`src/rtl/keypad_scanner.sv`:
```
// Matrix keypad scanner: column strobe, debounce, held/release tracking.
// Define KEYPAD_SCAN_REPEAT_EN to re-pulse valid every REPEAT_CYC clocks while held.
module keypad_scanner #(
    parameter int KEY_ROW      = 4,
    parameter int KEY_COL      = 4,
    parameter int SCAN_DIV     = 4,
    parameter int DEBOUNCE_CYC = 8,
    parameter int REPEAT_CYC   = 64
) (
    input  logic               clk,
    input  logic               rst,
    input  logic [KEY_ROW-1:0] row_in,
    output logic [KEY_COL-1:0] col_drv,
    output logic [KEY_ROW-1:0] row,
    output logic [KEY_COL-1:0] col,
    output logic               key_in,
    output logic               valid
);

    localparam int DW = $clog2(SCAN_DIV + 1);
    localparam int CW = $clog2(DEBOUNCE_CYC + 1);

    typedef enum logic [1:0] {SCAN, DEBOUNCE, HELD, RELEASE} state_t;

    state_t             state;
    logic [KEY_ROW-1:0] sync1;
    logic [KEY_ROW-1:0] rs;
    logic [KEY_ROW-1:0] lmask;
    logic [KEY_ROW-1:0] lrow;
    logic [KEY_ROW-1:0] low;
    logic [KEY_COL-1:0] ccol;
    logic [KEY_COL-1:0] ncol;
    logic [DW-1:0]      dwell;
    logic [CW-1:0]      cnt;
    logic               lbit;

`ifdef KEYPAD_SCAN_REPEAT_EN
    localparam int RW = $clog2(REPEAT_CYC + 1);
    logic [RW-1:0]      rep;
`endif

    // lowest set row wins when several rows are active
    always_comb begin
        low = '0;
        for (int i = KEY_ROW - 1; i >= 0; i--) begin
            if (rs[i]) low = KEY_ROW'(i);
        end
    end

    assign lbit = |(rs & lmask);
    assign ncol = (ccol == KEY_COL'(KEY_COL - 1)) ? '0 : ccol + 1'b1;

    always_ff @(posedge clk) begin
        if (rst) begin
            sync1   <= '0;
            rs      <= '0;
            state   <= SCAN;
            col_drv <= KEY_COL'(1);
            ccol    <= '0;
            row     <= '0;
            col     <= '0;
            key_in  <= 1'b0;
            valid   <= 1'b0;
            lmask   <= '0;
            lrow    <= '0;
            dwell   <= '0;
            cnt     <= '0;
`ifdef KEYPAD_SCAN_REPEAT_EN
            rep     <= '0;
`endif
        end else begin
            sync1 <= row_in;
            rs    <= sync1;
            valid <= 1'b0;
            unique case (state)
                SCAN: begin
                    if (dwell == DW'(SCAN_DIV - 1)) begin
                        dwell <= '0;
                        if (|rs) begin
                            lmask <= rs & (~rs + 1'b1);
                            lrow  <= low;
                            cnt   <= '0;
                            state <= DEBOUNCE;
                        end else begin
                            col_drv <= {col_drv[KEY_COL-2:0], col_drv[KEY_COL-1]};
                            ccol    <= ncol;
                        end
                    end else begin
                        dwell <= dwell + 1'b1;
                    end
                end
                DEBOUNCE: begin
                    if (!lbit) begin
                        dwell <= '0;
                        state <= SCAN;
                    end else if (cnt == CW'(DEBOUNCE_CYC - 1)) begin
                        row    <= lrow;
                        col    <= ccol;
                        key_in <= 1'b1;
                        valid  <= 1'b1;
                        state  <= HELD;
`ifdef KEYPAD_SCAN_REPEAT_EN
                        rep    <= '0;
`endif
                    end else begin
                        cnt <= cnt + 1'b1;
                    end
                end
                HELD: begin
                    if (!lbit) begin
                        cnt   <= '0;
                        state <= RELEASE;
                    end else begin
`ifdef KEYPAD_SCAN_REPEAT_EN
                        if (rep == RW'(REPEAT_CYC - 1)) begin
                            rep   <= '0;
                            valid <= 1'b1;
                        end else begin
                            rep <= rep + 1'b1;
                        end
`endif
                    end
                end
                RELEASE: begin
                    if (lbit) begin
                        state <= HELD;
`ifdef KEYPAD_SCAN_REPEAT_EN
                        rep   <= '0;
`endif
                    end else if (cnt == CW'(DEBOUNCE_CYC - 1)) begin
                        key_in  <= 1'b0;
                        dwell   <= '0;
                        col_drv <= {col_drv[KEY_COL-2:0], col_drv[KEY_COL-1]};
                        ccol    <= ncol;
                        state   <= SCAN;
                    end else begin
                        cnt <= cnt + 1'b1;
                    end
                end
                default: state <= SCAN;
            endcase
        end
    end

endmodule

```
`config.mk`:
```
export PLATFORM = sky130hd
export DESIGN_NAME = keypad_scanner
export DESIGN_NICKNAME = d
export VERILOG_FILES = /design/src/rtl/keypad_scanner.sv
export SDC_FILE = /design/constraint.sdc
export NUM_CORES = 1
export LEC_CHECK = 0
export CAP_MARGIN = 20
export CORE_ASPECT_RATIO = 1.25
export CORE_MARGIN = 3
export CORE_UTILIZATION = 40
export DETAILED_ROUTE_END_ITERATION = 16
export PLACE_DENSITY_LB_ADDON = 0.15
export SETUP_SLACK_MARGIN = 0.1
export SYNTH_ARGS = -nofsm -noshare
export SYNTH_HDL_FRONTEND = slang
export SYNTH_SLANG_ARGS = --single-unit
```
`constraint.sdc`:
```
create_clock -name clk -period 4.8 [get_ports clk]
set_input_delay 1.44 -clock clk [delete_from_list [all_inputs] [get_ports clk]]
set_output_delay 1.44 -clock clk [all_outputs]
set_load 0.005 [all_outputs]
```
==> metrics, run 1 <==
status finished, final reports clean; final HPWL from detailed placement around 2600 um; final slew viol count 0; netlist area before placement approximately 1800 sq um; IO Count 20; Final Worst Setup Slack about 2.2 ns; clock power share between 30% and 40%; maximum root-to-sink buffer count 2; WP buf/inv 1; Critical Path RT ~3.4 ns; Reg2Reg Setup Slack ~2.8 ns; Hold Crit Start sync1[0]; Critical Path Source Type register; CTS H-Tree Depth 2; critical path arrival about 1.2 ns; largest net degree at the start of global routing 27; cell area power density 395.4 nW/um^2; relative slew slack between 60% and 70%; CTS tree yes; RR Startpoint state[0]; port bufs 17; hold path cells 1; Crit path depth 1; cts repair resizes 0; TritonCTS Buffers 5; first-pass GRT wire length between 6000 and 7000 um; core area 4164 sq um; Achievable Freq about 380 MHz; Tot Pwr ~830 uW; vias in the first global route 1,358; Finish-stage setup viols 0; number of diodes 0; Clock Sink Count 39; drt initial violations 48; HP Class reg2reg; max-cap violations 0; Final Cycle Share 54.80%; post-route cell area about 2100 sq um; Pre-antenna DRT Iters 4; floorplan row count 26; Clock Tree Root clkbuf_8; layout cells sized above 1 under 10%; Net Sw Power between 200 and 250 uW; gate count of the mapped netlist between 150 and 200; setup_tns 0 ns; chip width 65.19 um; die area approximately 5200 sq um; peak supply drop 182.0 uV; Reg2Reg Depth 7; DP Area ~2000 sq um; Congestion Overflow GR 0; initial antenna violation count 0; Synth top area share 44.57%; Least-Margin Pin Slew 0.5473 ns; unrepaired setup endpoints after global routing false; Avg Synthesized Cell Area roughly 9.5 sq um; vias per cell about 5.4; Post-synth EDFFs 0; Hold Path Sink rs[0]; cells along the critical path clkdlybuf4s50_1; CTS hold repair buffers 0; Slowest cell on crit path clkdlybuf4s50_1; WL per Instance 13.51 um; final WL ~3500 um; die height ~80 um; main area contributors after synthesis dfxtp_1 (45%), mux2i_1 (7.4%), ha_1 (5.0%); most common flop cell mapped by yosys dfxtp_1; Setup Skew approximately 0.0021 ns; sequential area share after synthesis approximately 45%; crit-path max FO 3; Reg clk slew, reported paths ~0.080 ns; sequential power share 43.7%; Initial Util a little over two fifths; Antenna Nets Post-Route 0; register bit count reported by yosys 39; Global Route Usage Sum between 10 and 15%; switching part of the total power about 29%; routability congestion estimate between 0.8 and 0.9; Final Hold Fails 0; Yosys warning count 0; Internal about 600 uW; Skew-Pair Late Insertion Delay roughly 0.29 ns; Synth cell types 43; DR vias between 1,000 and 1,500; leading area contributor after synthesis dfxtp_1; Worst Setup End Kind output port; Final nets 215; P_leak 0.0008588 uW; DRC violations left 0; FILL cells roughly 420; Crit Path Class reg2out; pre-CTS setup slack between 2 and 2.5 ns; Crit Reg-Reg Endpoint col_drv[0]; slowest stage delay, CP 0.52 ns; delay-heaviest family, CP buffers and inverters; post-layout util between 50% and 60%; Logic pwr share about a fifth; Post-CTS Setup Bufs 0; Final min period between 2 and 3 ns; async set-reset flop share out of synthesis 0%; P&R area growth vs syn 19.14%
-- synth_stat cells, types with 4 or more instances --
| master | instances |
|---|---|
| o21ai_0 | 9 |
| inv_1 | 8 |
| a31oi_1 | 4 |
| nand2_1 | 5 |
| nor2b_1 | 10 |
| ha_1 | 7 |
| nor2_1 | 23 |
| dfxtp_1 | 39 |
| mux2i_1 | 13 |
| a21oi_1 | 13 |
| nand3_1 | 5 |
| clkbuf_1 | 6 |
-- sequential cells by signal, indices dropped and copies added (netlist names), named ones only --
register	count
rs	4
key_in	1
col	4
lmask	4
row	2
col_drv	4
state	1
valid	1
dwell	3
lrow	2
cnt	4
ccol	4
sync1	4
-- logic make-up after synthesis --
| logic type | share of synthesized area [%] |
|---|---|
| AND/OR/NAND/NOR | 18.64 |
| other | 0.2141 |
| multiplexers | 8.071 |
| buffers and inverters | 3.857 |
| AO/OA/AOI/OAI | 19.64 |
| flip-flops | 44.57 |
| adder cells (fa/ha/maj) | 5.000 |
-- worst max path at each step --
stage	end	startpoint
finish	col_drv[3]	col_drv[3]
global route	col_drv[3]	col_drv[3]
CTS	col_drv[3]	col_drv[3]
detailed placement	row[0]	rst
global placement	valid	rst
floorplan	state[0]	rst
-- stage by stage --
stage	hold slack [ns]	std cells
6_report	0.4375	259
5_1_grt	0.4552	259
2_1_floorplan	0.4138	185
3_5_place_dp	0.4239	251
3_3_place_gp	0.4189	251
4_1_cts	0.4427	259
-- cell type report --
class	count	area (sq um)	area share, %
clock buffers	6	82.58	3.957
multi-input cells	130	907.1	43.47
well taps	56	70.07	3.357
clock inverters	2	38.79	1.859
inverters	8	30.03	1.439
flip-flops and latches	39	780.7	37.41
repair buffers	18	177.7	8.513
-- cells in the final DEF (no fill, tap or decap), types with 2 or more instances in the layout --
cell type / synthesis / routed
a21o_1: 2 / 2
a21oi_1: 13 / 13
a22oi_1: 2 / 2
a22oi_4: 2 / 2
a2bb2oi_1: 2 / 2
a31oi_1: 4 / 4
and3_1: 2 / 2
and3b_1: 2 / 2
clkbuf_8: 0 / 6
clkdlybuf4s50_1: 0 / 17
conb_1: 1 / 2
dfxtp_1: 39 / 39
ha_1: 7 / 7
inv_1: 8 / 8
mux2i_1: 13 / 13
nand2_1: 5 / 5
nand3_1: 5 / 5
nand4_1: 2 / 2
nor2_1: 23 / 23
nor2b_1: 10 / 10
nor3_1: 2 / 2
o21ai_0: 9 / 9
or3_1: 2 / 2
or4_1: 2 / 2
-- metal layers --
layer	vias to the layer above	track usage [%]	part of all wire (%)
li1	687	-	-
met1	649	16.49	42
met2	50	25.63	51
met3	9	4.507	5.7
met4	0	7.261	1.8
met5	-	0	0
-- power groups by stage --
stage	Combinational [uW]	Clock (uW)	Sequential, uW
final	174	290	361
after global routing	196	308	365
after CTS	174	297	361
after detailed placement	174	0	369
after global placement	165	0	367
after floorplan	134	0	365
No activity file was read; power rests on OpenSTA's default activity.
==> inputs of run 2 (changes only) <==
==> constraint.sdc (replaced) <==
create_clock -name clk -period 2.7 [get_ports clk]
set_input_delay 0.81 -clock clk [delete_from_list [all_inputs] [get_ports clk]]
set_output_delay 0.81 -clock clk [all_outputs]
set_load 0.005 [all_outputs]
==> run 2 against run 1 <==
  * Die area unchanged
  * Final area decreased by 0.72%
  * Critical endpoint is now cnt[2]
  * Clock power increased by 43%
  * Largest power group unchanged
  * Highest routed layer unchanged
  * Global-route usage increased by 0.19 points
  * Critical path depth increased by 5
  * Largest cell class unchanged
==> metrics, run 2 (synthesis gave the netlist of run 1 again) <==
status finished, final reports clean; Pre-antenna DRT Iters 4; CTS tree yes; largest net degree at the start of global routing 24; IO Count 20; P_leak between 0.0008 and 0.0009 uW; Global Route Usage Sum 15.11%; core area ~4200 sq um; layout cells sized above 1 a little under a tenth; cells along the critical path ha_1, nor2b_1, o21ai_1, a22o_4, or4_1, a21oi_1; Skew-Pair Late Insertion Delay 0.29 ns; Initial Util a little over two fifths; unrepaired setup endpoints after global routing false; port bufs 17; Reg2Reg Depth 6; final HPWL from detailed placement between 2000 and 3000 um; crit-path max FO 8; Congestion Overflow GR 0; Post-CTS Setup Bufs 0; final slew viol count 0; P&R area growth vs syn 18.29%; cell area power density about 660 nW/um^2; Final Cycle Share between 70% and 80%; die area around 5200 sq um; Reg2Reg Setup Slack about 0.71 ns; critical path arrival around 2.2 ns; Clock Tree Root clkbuf_8; TritonCTS Buffers 5; setup_tns 0 ns; Setup Skew roughly 0.008 ns; hold path cells 1; vias in the first global route ~1,300; FILL cells between 400 and 500; slowest stage delay, CP 0.52 ns; HP Class reg2reg; Hold Path Sink rs[2]; DR vias 1,411; routability congestion estimate 0.8691; number of diodes 0; peak supply drop roughly 430 uV; Reg clk slew, reported paths 0.08 ns; Multi-input gate area 907.1 sq um; Critical Path RT just under 3 ns; Least-Margin Pin Slew 0.5537 ns; WL per Instance between 10 and 15 um; post-layout util between 40% and 50%; relative slew slack 62.94%; max-cap violations 0; floorplan row count 26; Worst Setup End Kind register; drt initial violations 69; WP buf/inv 0; Sequential Area between 700 and 800 sq um; die height 79.99 um; Slowest cell on crit path or4_1; Final nets between 200 and 250; Final Hold Fails 0; DRC violations left 0; most frequent cells in the layout dfxtp_1 (39), nor2_1 (23), clkdlybuf4s50_1 (17); cts repair resizes 0; Finish-stage setup viols 0; Hold Crit Start sync1[2]; final WL between 3000 and 4000 um; Crit Reg-Reg Endpoint cnt[2]; CTS H-Tree Depth 2; chip width 65.19 um; vias per cell around 5.4; maximum root-to-sink buffer count 2; Antenna Nets Post-Route 0; CTS hold repair buffers 0; Final min period roughly 2.0 ns; Clock Sink Count 39; Crit Path Class reg2reg; Critical Path Source Type register; delay-heaviest family, CP simple AND/OR/NAND/NOR gates; most common cell after layout, fill and taps aside dfxtp_1; initial antenna violation count 0; first-pass GRT wire length slightly above 6000 um; RR Startpoint dwell[0]; Achievable Freq 502.5 MHz
run 2: changes by cell type in the layout (fill, tap and decap cells not counted):
cell        change
inv_6           -1
bufinv_16       -1
clkinv_4        +1
clkinvlp_4      +1
buf_4           +1
run 2: per-layer routing:
layer	up-vias	track usage [%]	routed length, um
met5	-	0	0
met4	0	7.054	72
met3	7	4.930	138
met2	31	25.84	1841
met1	675	16.71	1446
li1	698	-	-
run 2: layout make-up:
| type | count | area share (%) |
|---|---|---|
| sequential | 39 | 37.68 |
| timing repair buffer | 19 | 8.937 |
| clock inverter | 2 | 0.7850 |
| clock buffer | 6 | 3.986 |
| multi-input combinational | 130 | 43.78 |
| inverter | 8 | 1.449 |
| tap | 56 | 3.382 |
run 2: per-stage QoR:
stage	area, sq um	hold WS (ns)	cells	setup WS, ns	total power [uW]
3_3_place_gp	1973	0.4184	252	0.7591	942.7
3_5_place_dp	1973	0.4223	252	0.7004	959.4
5_1_grt	2072	0.4701	260	0.4667	1461
4_1_cts	2072	0.4414	260	0.6853	1379
2_1_floorplan	1755	0.4138	185	0.9394	887.2
6_report	2072	0.4390	260	0.7098	1363
run 2: power by group:
part / switching, uW / internal (uW) / total, uW
sequential: 31.9 / 611 / 643
combinational: 174 / 132 / 306
clock: 205 / 208 / 414
run 2: worst max-delay path by stage:
stage / start / to / slack (ns) / cells past startpoint
after global placement: rst / cnt[3] / 0.76 / 5
after floorplan: state[0] / col_drv[0] / 0.94 / 8
after global routing: state[0] / cnt[3] / 0.47 / 6
final: dwell[0] / cnt[2] / 0.71 / 6
after detailed placement: rst / cnt[3] / 0.70 / 5
after CTS: dwell[0] / cnt[2] / 0.69 / 6
